[config.mk]
export PLATFORM = sky130hd
export DESIGN_NAME = exe_muldiv
export DESIGN_NICKNAME = d
export VERILOG_FILES = /design/src/rtl/exe_muldiv.sv
export SDC_FILE = /design/constraint.sdc
export NUM_CORES = 2
export LEC_CHECK = 0
export BUFFER_PORTS_ARGS = -buffer_cell sky130_fd_sc_hd__buf_2
export CAP_MARGIN = 0
export CORE_MARGIN = 5
export CORE_UTILIZATION = 65
export DETAILED_ROUTE_END_ITERATION = 16
export GPL_TIMING_DRIVEN = 0
export HOLD_SLACK_MARGIN = 0.03
export PLACE_DENSITY = 0.83
export SLEW_MARGIN = 20
export SYNTH_ARGS = -nofsm -noshare
export SYNTH_HDL_FRONTEND = slang
export SYNTH_SLANG_ARGS = --single-unit
export TNS_END_PERCENT = 30
[constraint.sdc]
create_clock -name clk_i -period 14.9 [get_ports clk_i]
set_clock_uncertainty 0.2 [all_clocks]
set_input_delay 2.235 -clock clk_i [delete_from_list [all_inputs] [get_ports clk_i]]
set_output_delay 2.235 -clock clk_i [all_outputs]
set_load 0.03 [all_outputs]
[src/rtl/exe_muldiv.sv]
// Multi-cycle RV32M/RV64M multiply/divide unit with start/done handshake, stall request and flush.
// Multiply spends MUL_LATENCY cycles; divide is radix-2 restoring over operand magnitudes.
module exe_muldiv #(
  parameter int XLEN        = 32,
  parameter int MUL_LATENCY = 2
) (
  input  logic            clk_i,
  input  logic            rst_i,
  input  logic            start_i,
  input  logic [2:0]      funct3_i,
  input  logic [XLEN-1:0] rs1_i,
  input  logic [XLEN-1:0] rs2_i,
  input  logic [4:0]      rd_addr_i,
  input  logic            flush_i,
  output logic            busy_o,
  output logic            stallreq_o,
  output logic            done_o,
  output logic [XLEN-1:0] result_o,
  output logic [4:0]      rd_addr_o
);

  localparam int CNT_MAX = (XLEN > MUL_LATENCY) ? XLEN : MUL_LATENCY;
  localparam int CNT_W   = $clog2(CNT_MAX + 1);

  typedef enum logic [1:0] {S_IDLE, S_MUL, S_DIV, S_FIN} state_t;

  state_t state_q, state_d;

  logic              accept;
  logic              div_signed, neg_a, neg_b;
  logic              div_zero, div_ovf, special;
  logic              mul_last, div_last;
  logic [CNT_W-1:0]  cnt_q;

  logic [XLEN-1:0]   opa_p1, opb_p1, rem_p1;
  logic [1:0]        f3_p1;
  logic [4:0]        rd_p1;
  logic              qneg_p1, rneg_p1;

  logic [XLEN:0]     rem_sh, diff;
  logic [XLEN-1:0]   rem_nx, quo_nx;
  logic [XLEN-1:0]   div_res, mul_res;
  logic              mul_sa, mul_sb;
  logic signed [2*XLEN-1:0] ma_p0, mb_p0, prod_p0;

  function automatic logic [XLEN-1:0] cond_neg(input logic [XLEN-1:0] v, input logic neg);
    return neg ? (~v + XLEN'(1)) : v;
  endfunction

  // Divide-by-zero and signed-overflow results resolve without iterating.
  function automatic logic [XLEN-1:0] special_res(input logic is_rem, input logic zero_div,
                                                 input logic [XLEN-1:0] dividend);
    if (zero_div) return is_rem ? dividend : '1;
    return is_rem ? '0 : dividend;
  endfunction

  assign accept     = (state_q == S_IDLE) & start_i & ~flush_i;
  assign div_signed = ~funct3_i[0];
  assign neg_a      = div_signed & rs1_i[XLEN-1];
  assign neg_b      = div_signed & rs2_i[XLEN-1];
  assign div_zero   = (rs2_i == '0);
  assign div_ovf    = div_signed & (rs1_i == {1'b1, {(XLEN-1){1'b0}}}) & (rs2_i == '1);
  assign special    = funct3_i[2] & (div_zero | div_ovf);
  assign mul_last   = (cnt_q == CNT_W'(MUL_LATENCY - 1));
  assign div_last   = (cnt_q == CNT_W'(XLEN - 1));

  // State register
  always_ff @(posedge clk_i) begin
    if (rst_i) state_q <= S_IDLE;
    else       state_q <= state_d;
  end

  // Next-state logic
  always_comb begin
    state_d = state_q;
    case (state_q)
      S_IDLE: if (accept) state_d = !funct3_i[2] ? S_MUL : (special ? S_FIN : S_DIV);
      S_MUL:  if (flush_i) state_d = S_IDLE; else if (mul_last) state_d = S_FIN;
      S_DIV:  if (flush_i) state_d = S_IDLE; else if (div_last) state_d = S_FIN;
      S_FIN:  state_d = S_IDLE;
      default: state_d = S_IDLE;
    endcase
  end

  // Output logic
  always_comb begin
    busy_o     = (state_q == S_MUL) | (state_q == S_DIV);
    done_o     = (state_q == S_FIN);
    stallreq_o = ~rst_i & (accept | (state_q == S_MUL) | (state_q == S_DIV));
  end

  // Stage p0: one restoring-division step and the extended-operand product
  always_comb begin
    rem_sh  = {rem_p1, opa_p1[XLEN-1]};
    diff    = rem_sh - {1'b0, opb_p1};
    rem_nx  = diff[XLEN] ? rem_sh[XLEN-1:0] : diff[XLEN-1:0];
    quo_nx  = {opa_p1[XLEN-2:0], ~diff[XLEN]};
    div_res = f3_p1[1] ? cond_neg(rem_nx, rneg_p1) : cond_neg(quo_nx, qneg_p1);
    mul_sa  = (f3_p1 != 2'b11);
    mul_sb  = ~f3_p1[1];
    ma_p0   = $signed({{XLEN{mul_sa & opa_p1[XLEN-1]}}, opa_p1});
    mb_p0   = $signed({{XLEN{mul_sb & opb_p1[XLEN-1]}}, opb_p1});
    prod_p0 = ma_p0 * mb_p0;
    mul_res = (f3_p1 == 2'b00) ? prod_p0[XLEN-1:0] : prod_p0[2*XLEN-1:XLEN];
  end

  // Stage p1: operand capture at accept, iteration state while busy
  always_ff @(posedge clk_i) begin
    if (rst_i) begin
      cnt_q <= '0;
    end else if (accept) begin
      cnt_q <= '0;
    end else if (busy_o) begin
      cnt_q <= cnt_q + CNT_W'(1);
    end
  end

  always_ff @(posedge clk_i) begin
    if (accept) begin
      f3_p1   <= funct3_i[1:0];
      rd_p1   <= rd_addr_i;
      rem_p1  <= '0;
      qneg_p1 <= neg_a ^ neg_b;
      rneg_p1 <= neg_a;
      opa_p1  <= funct3_i[2] ? cond_neg(rs1_i, neg_a) : rs1_i;
      opb_p1  <= funct3_i[2] ? cond_neg(rs2_i, neg_b) : rs2_i;
    end else if (state_q == S_DIV) begin
      opa_p1  <= quo_nx;
      rem_p1  <= rem_nx;
    end
  end

  // Output stage: result and tag registered on completion, held until the next one
  always_ff @(posedge clk_i) begin
    if (rst_i) begin
      result_o  <= '0;
      rd_addr_o <= '0;
    end else if (accept && special) begin
      result_o  <= special_res(funct3_i[1], div_zero, rs1_i);
      rd_addr_o <= rd_addr_i;
    end else if (state_q == S_MUL && mul_last && !flush_i) begin
      result_o  <= mul_res;
      rd_addr_o <= rd_p1;
    end else if (state_q == S_DIV && div_last && !flush_i) begin
      result_o  <= div_res;
      rd_addr_o <= rd_p1;
    end
  end

endmodule

; Word-level counts from Yosys, hierarchy flattened
; Cells that the tools add are included.
[totals]
input_bits = 76
elab_cells = 98
output_inout_bits = 40
register_bits = 150
[classes]
mul = 1
n_addsub = 6
n_reduce_logical = 13
bitwise_logic = 24
eq_ne = 11
mux = 32
[op_table]
columns = op, count
row1 = two-way mux 32 bit, 18
row2 = adder 32 x 1 -> 32 bit (second input constant), 4
row3 = NOT 32 bit, 4
row4 = equality test 32 bit (second input constant), 2
row5 = multiplier 33 x 33 -> 64 bit, 1
row6 = subtractor 33 x 32 -> 33 bit, 1
row7 = logical NOT 32 bit, 1
row8 = two-way mux 5 bit, 3
row9 = two-way mux 2 bit, 6
row10 = bitwise AND 1 bit, 10
row11 = one-hot mux 2 bit (4 select lines), 1
row12 = adder 6 x 1 -> 6 bit (second input constant), 1
row13 = equality test 6 x 1 -> 1 bit (second input constant), 1
row14 = equality test 6 x 5 -> 1 bit (second input constant), 1
row15 = != test 3 bit (second input constant), 2
row16 = logical AND 1 bit, 5
row17 = NOT 1 bit, 5
row18 = equality test 2 bit (second input constant), 2
row19 = logical NOT 2 bit, 2
row20 = two-way mux 1 bit, 4
row21 = != test 2 bit (second input constant), 2
row22 = OR 1 bit, 4
row23 = AND reduction 3 bit, 1
row24 = nonzero test 3 bit, 1
row25 = other kinds (5), 5

; Logic depth before layout (Yosys ltp)
[logic_depth]
depth_word = 10
ltp_mapped = 33
mapped_depth_nobuf = 30

; Worst setup path before layout
; No wires, ideal clock.
[synth_timing]
path_type = register -> register
start = register opa_p1[31]
end = register result_o[28]
slack_ns = 5.768
path_stages_with_launch = 32
required_ns = 14.608
t_arrival_ns = 8.840
synth_period_minus_slack_ns = 9.132
setup_time_ns = 0.092
path_buffers = 3
cell_sequence = edfxtp_1 > clkbuf_1 > inv_1 > a21oi_1 > clkbuf_1 > clkbuf_1 > nand2_1 > fa_1 > fa_1 > inv_1 > fa_1 > inv_1 > fa_1 > inv_1 > fa_1 > fa_1 > fa_1 > inv_1 > fa_1 > inv_1 > ha_1 > and4_1 > nand3_1 > nor3_1 > and4_1 > a221oi_1 > a21oi_1 > a311oi_1 > o31a_1 > xnor2_1 > a21oi_1 > nor4_1
[synth_via]
elab_chain_len = 9
elab_cells_between_ends = 16
classes_between = add/sub (3) / mul (1) / mux (8) / bitwise (4)
[synth_rtl]
columns = item, line
row1 = from (decl), 35  ; logic [XLEN-1:0] opa_p1, opb_p1, rem_p1;
row2 = from (signal assigned), 125  ; opa_p1 <= funct3_i[2] ? cond_neg(rs1_i, neg_a) : rs1_i;
row3 = from (signal assigned), 128  ; opa_p1 <= quo_nx;
row4 = subtractor 33 x 32 -> 33 bit, 95  ; diff = rem_sh - {1'b0, opb_p1};
row5 = two-way mux 32 bit / NOT 1 bit (equally long branches), "96, 97"
row6 = NOT 32 bit, 47  ; return neg ? (~v + XLEN'(1)) : v;
row7 = adder 32 x 1 -> 32 bit, 47
row8 = two-way mux 32 bit, 47
row9 = two-way mux 32 bit, 98  ; div_res = f3_p1[1] ? cond_neg(rem_nx, rneg_p1) : cond_neg(quo_nx, qneg_p1);
row10 = two-way mux 32 bit, 144  ; end else if (state_q == S_DIV && div_last && !flush_i) begin
row11 = two-way mux 32 bit *, 141  ; end else if (state_q == S_MUL && mul_last && !flush_i) begin
row12 = two-way mux 32 bit *, 138  ; end else if (accept && special) begin
row13 = to (signal assigned), 139  ; result_o <= special_res(funct3_i[1], div_zero, rs1_i);
row14 = to (signal assigned), 142  ; result_o <= mul_res;
row15 = to (signal assigned), 145  ; result_o <= div_res;
row16 = to (decl), 18  ; output logic [XLEN-1:0] result_o,
; Every way passes the cells marked *; elsewhere a longest branch is shown, timed or not. The select of a mux whose other input is x is not followed.
; A chain may end at the register's enable or synchronous reset.

; Final worst setup path
[layout_timing]
start = register opa_p1[31]
end = register result_o[24]
; The elaborated chain is that of the path after synthesis.

==> flow_summary.ini <==
[timing]
worst_slew_pin_slew_ns = 1.27
finalSetupViolations = 0
rsz0062_at_grt = false
timing.final.hold_violations = 0
fin_crit_sh = 0.848
whs_ns = 0.263
finalCriticalPeriod_ns = 12.64
setup_ws_ns = 2.26
fmax_mhz = 79.1
finalMaxSlewViolations = 0
fin_setup_tns_ns = 0
slew-limit-headroom = 0.152

[yosys]
ys_warn_count = 0
ys_seq_area_frac = 0.0741
synth.distinct_cells = 96
synth_ff_type = dfxtp_1
netlist_instances = 5753
synth-edff-count = 73
synthArstFlopShare = 0
syn-cell-area_um2 = 50400
syn_avg_cell_area_um2 = 8.76
ys_ff_latch = 150
syn_nets = 7212

[run]
drv_cap = 0

[worst_setup_path]
r2r_cells = 31
crit_path_start = opa_p1[31]$_DFFE_PP_
path_class = reg -> reg
ff2ff_setup_slack_ns = 2.26
critPathCaptureType = flip-flop
path_common_cell = fa_1
reg2reg_from = opa_p1[31]$_DFFE_PP_
required_ns = 15.07
slowest_delay_ns = 0.96
worst_ep_arrival_time_ns = 12.81
crit_slowest_cell = fa_1
reg2reg_to = result_o[24]$_SDFFE_PP0P_
critPathCapture = result_o[24]$_SDFFE_PP0P_
crit_fanout = 11
start_kind = flip-flop

[floorplanning]
die_h_um = 288
initial_core_util = 0.653
io-pin-count = 116
die_x_um = 288
row_count = 102
die-area_um2 = 83200
core-area_um2 = 77200

[outcome]
outcome = complete, no violations

[final_layout]
final_common_cell = inv_1
layout.nets = 7349
fillers = 6191
mostFrequentLayoutCells = inv_1, fa_1, nand2_1
synthToLayoutAreaGrowth_pct = 5.21
drive_gt1_frac = 0.0407

[detailed_routing]
wire_per_inst_um = 29.8
ant_nets = 0
drt-pass1-iter-count = 6
first_iter_violations = 5553
vias_per_cell = 6.45
dr_total_vias = 44900
wl_mm = 207
drc_errors = 0

[cts]
cts-root-buf = clkbuf_16
cts_tree = built
clkLatencyLatePin_ns = 0.49
cts.sinks = 150
cts_resized = 0
clock_path_buffers = 2
post_cts_buffers = 0
path_clk_slew_ns = 0.08
numCtsBuffers = 17
ctsHoldBuffers = 0
htreeDepth = 4

[grt]
grt_pass1_vias = 46400
antenna_found_initial = 26
grt_pass1_wl_mm = 302
track_usage = 0.506
grt_overflow_total = 0
grt_max_degree = 36

[min_path]
worstHoldStart = result_o[15]$_SDFFE_PP0P_
hold_path_class = reg -> reg

[placement]
dp_slack_ns = 2.70
gp_congestion = 1.07
hpwl_mm = 172
port_buffers = 115
cells by family (layout without fill, tap and decap cells):
kind of cell / count (synthesis) / count (layout) / synth area share
compound gates: 716 / 716 / 0.0933
xor+xnor: 196 / 196 / 0.0341
fa+ha+maj: 1387 / 1387 / 0.512
buf+inv: 1489 / 1639 / 0.112
flops: 150 / 150 / 0.0741
mux: 52 / 52 / 0.0105
other cells: 0 / 20 / 0
simple gates: 1763 / 1763 / 0.164
registers in the layout (all words and copies together), names as in the netlist:
name / count
opa_p1: 32
opb_p1: 32
rem_p1: 32
result_o: 32
cnt_q: 6
rd_addr_o: 5
rd_p1: 5
f3_p1: 2
state_q: 2
qneg_p1: 1
rneg_p1: 1
metal layers:
layer	global-route usage	vias to the layer above	wire [um]
li1	-	18000	-
met1	0.599	22100	68500
met2	0.724	3714	85700
met3	0.230	1098	31900
met4	0.378	14	21200
met5	0.00116	-	94
cell usage after synthesis, drive strengths merged, types with 59 or more instances:
master / number / area, um2
fa: 1126 / 22500
xnor2: 107 / 937
nand2: 876 / 3300
clkbuf: 290 / 1090
dfxtp: 77 / 1540
edfxtp: 73 / 2190
nor2: 243 / 927
inv: 1159 / 4350
o21ai: 151 / 756
and2: 339 / 2120
a211oi: 59 / 448
a21oi: 199 / 1000
xor2: 89 / 780
ha: 257 / 3220
metrics by stage:
stage / std cells / area, um2 / utilization
CTS: 6943 / 52900 / 0.686
detailed placement: 6911 / 52400 / 0.678
finish: 6963 / 53000 / 0.687
global route: 6947 / 53000 / 0.686
global placement: 6908 / 52300 / 0.677
floorplan: 5753 / 50400 / -
critical path: cells and delay by family (launching register included):
family	cells	cell delay, ns
buf+inv	9	3.26
simple gates	5	1.41
flops	1	0.36
compound gates	7	1.53
fa+ha+maj	9	5.24
xor+xnor	1	0.50
how the worst min path moves through the flow:
| stage | to | depth (start not counted) | slack, ns |
|---|---|---|---|
| floorplan | rem_p1[24]$_SDFFE_PP0P_ | 2 | 0.28 |
| global placement | result_o[15]$_SDFFE_PP0P_ | 2 | 0.24 |
| detailed placement | result_o[3]$_SDFFE_PP0P_ | 2 | 0.25 |
| CTS | result_o[15]$_SDFFE_PP0P_ | 2 | 0.26 |
| global route | result_o[3]$_SDFFE_PP0P_ | 2 | 0.28 |
| finish | result_o[15]$_SDFFE_PP0P_ | 2 | 0.26 |
final cells by class:
type	count	area (um2)	area share
antenna	20	50.0	0.000944
buffer	328	1300	0.0245
clock buffer	18	450	0.00850
clock inverter	14	134	0.00253
inverter	1161	4360	0.0822
multi-input combinational	4114	41000	0.774
sequential	150	3730	0.0704
tap	1040	1300	0.0245
timing repair buffer	118	638	0.0120
Power is left out: the tool's default activity adds up to more than one toggle a clock period on the data nets, which glitch-free logic cannot reach.
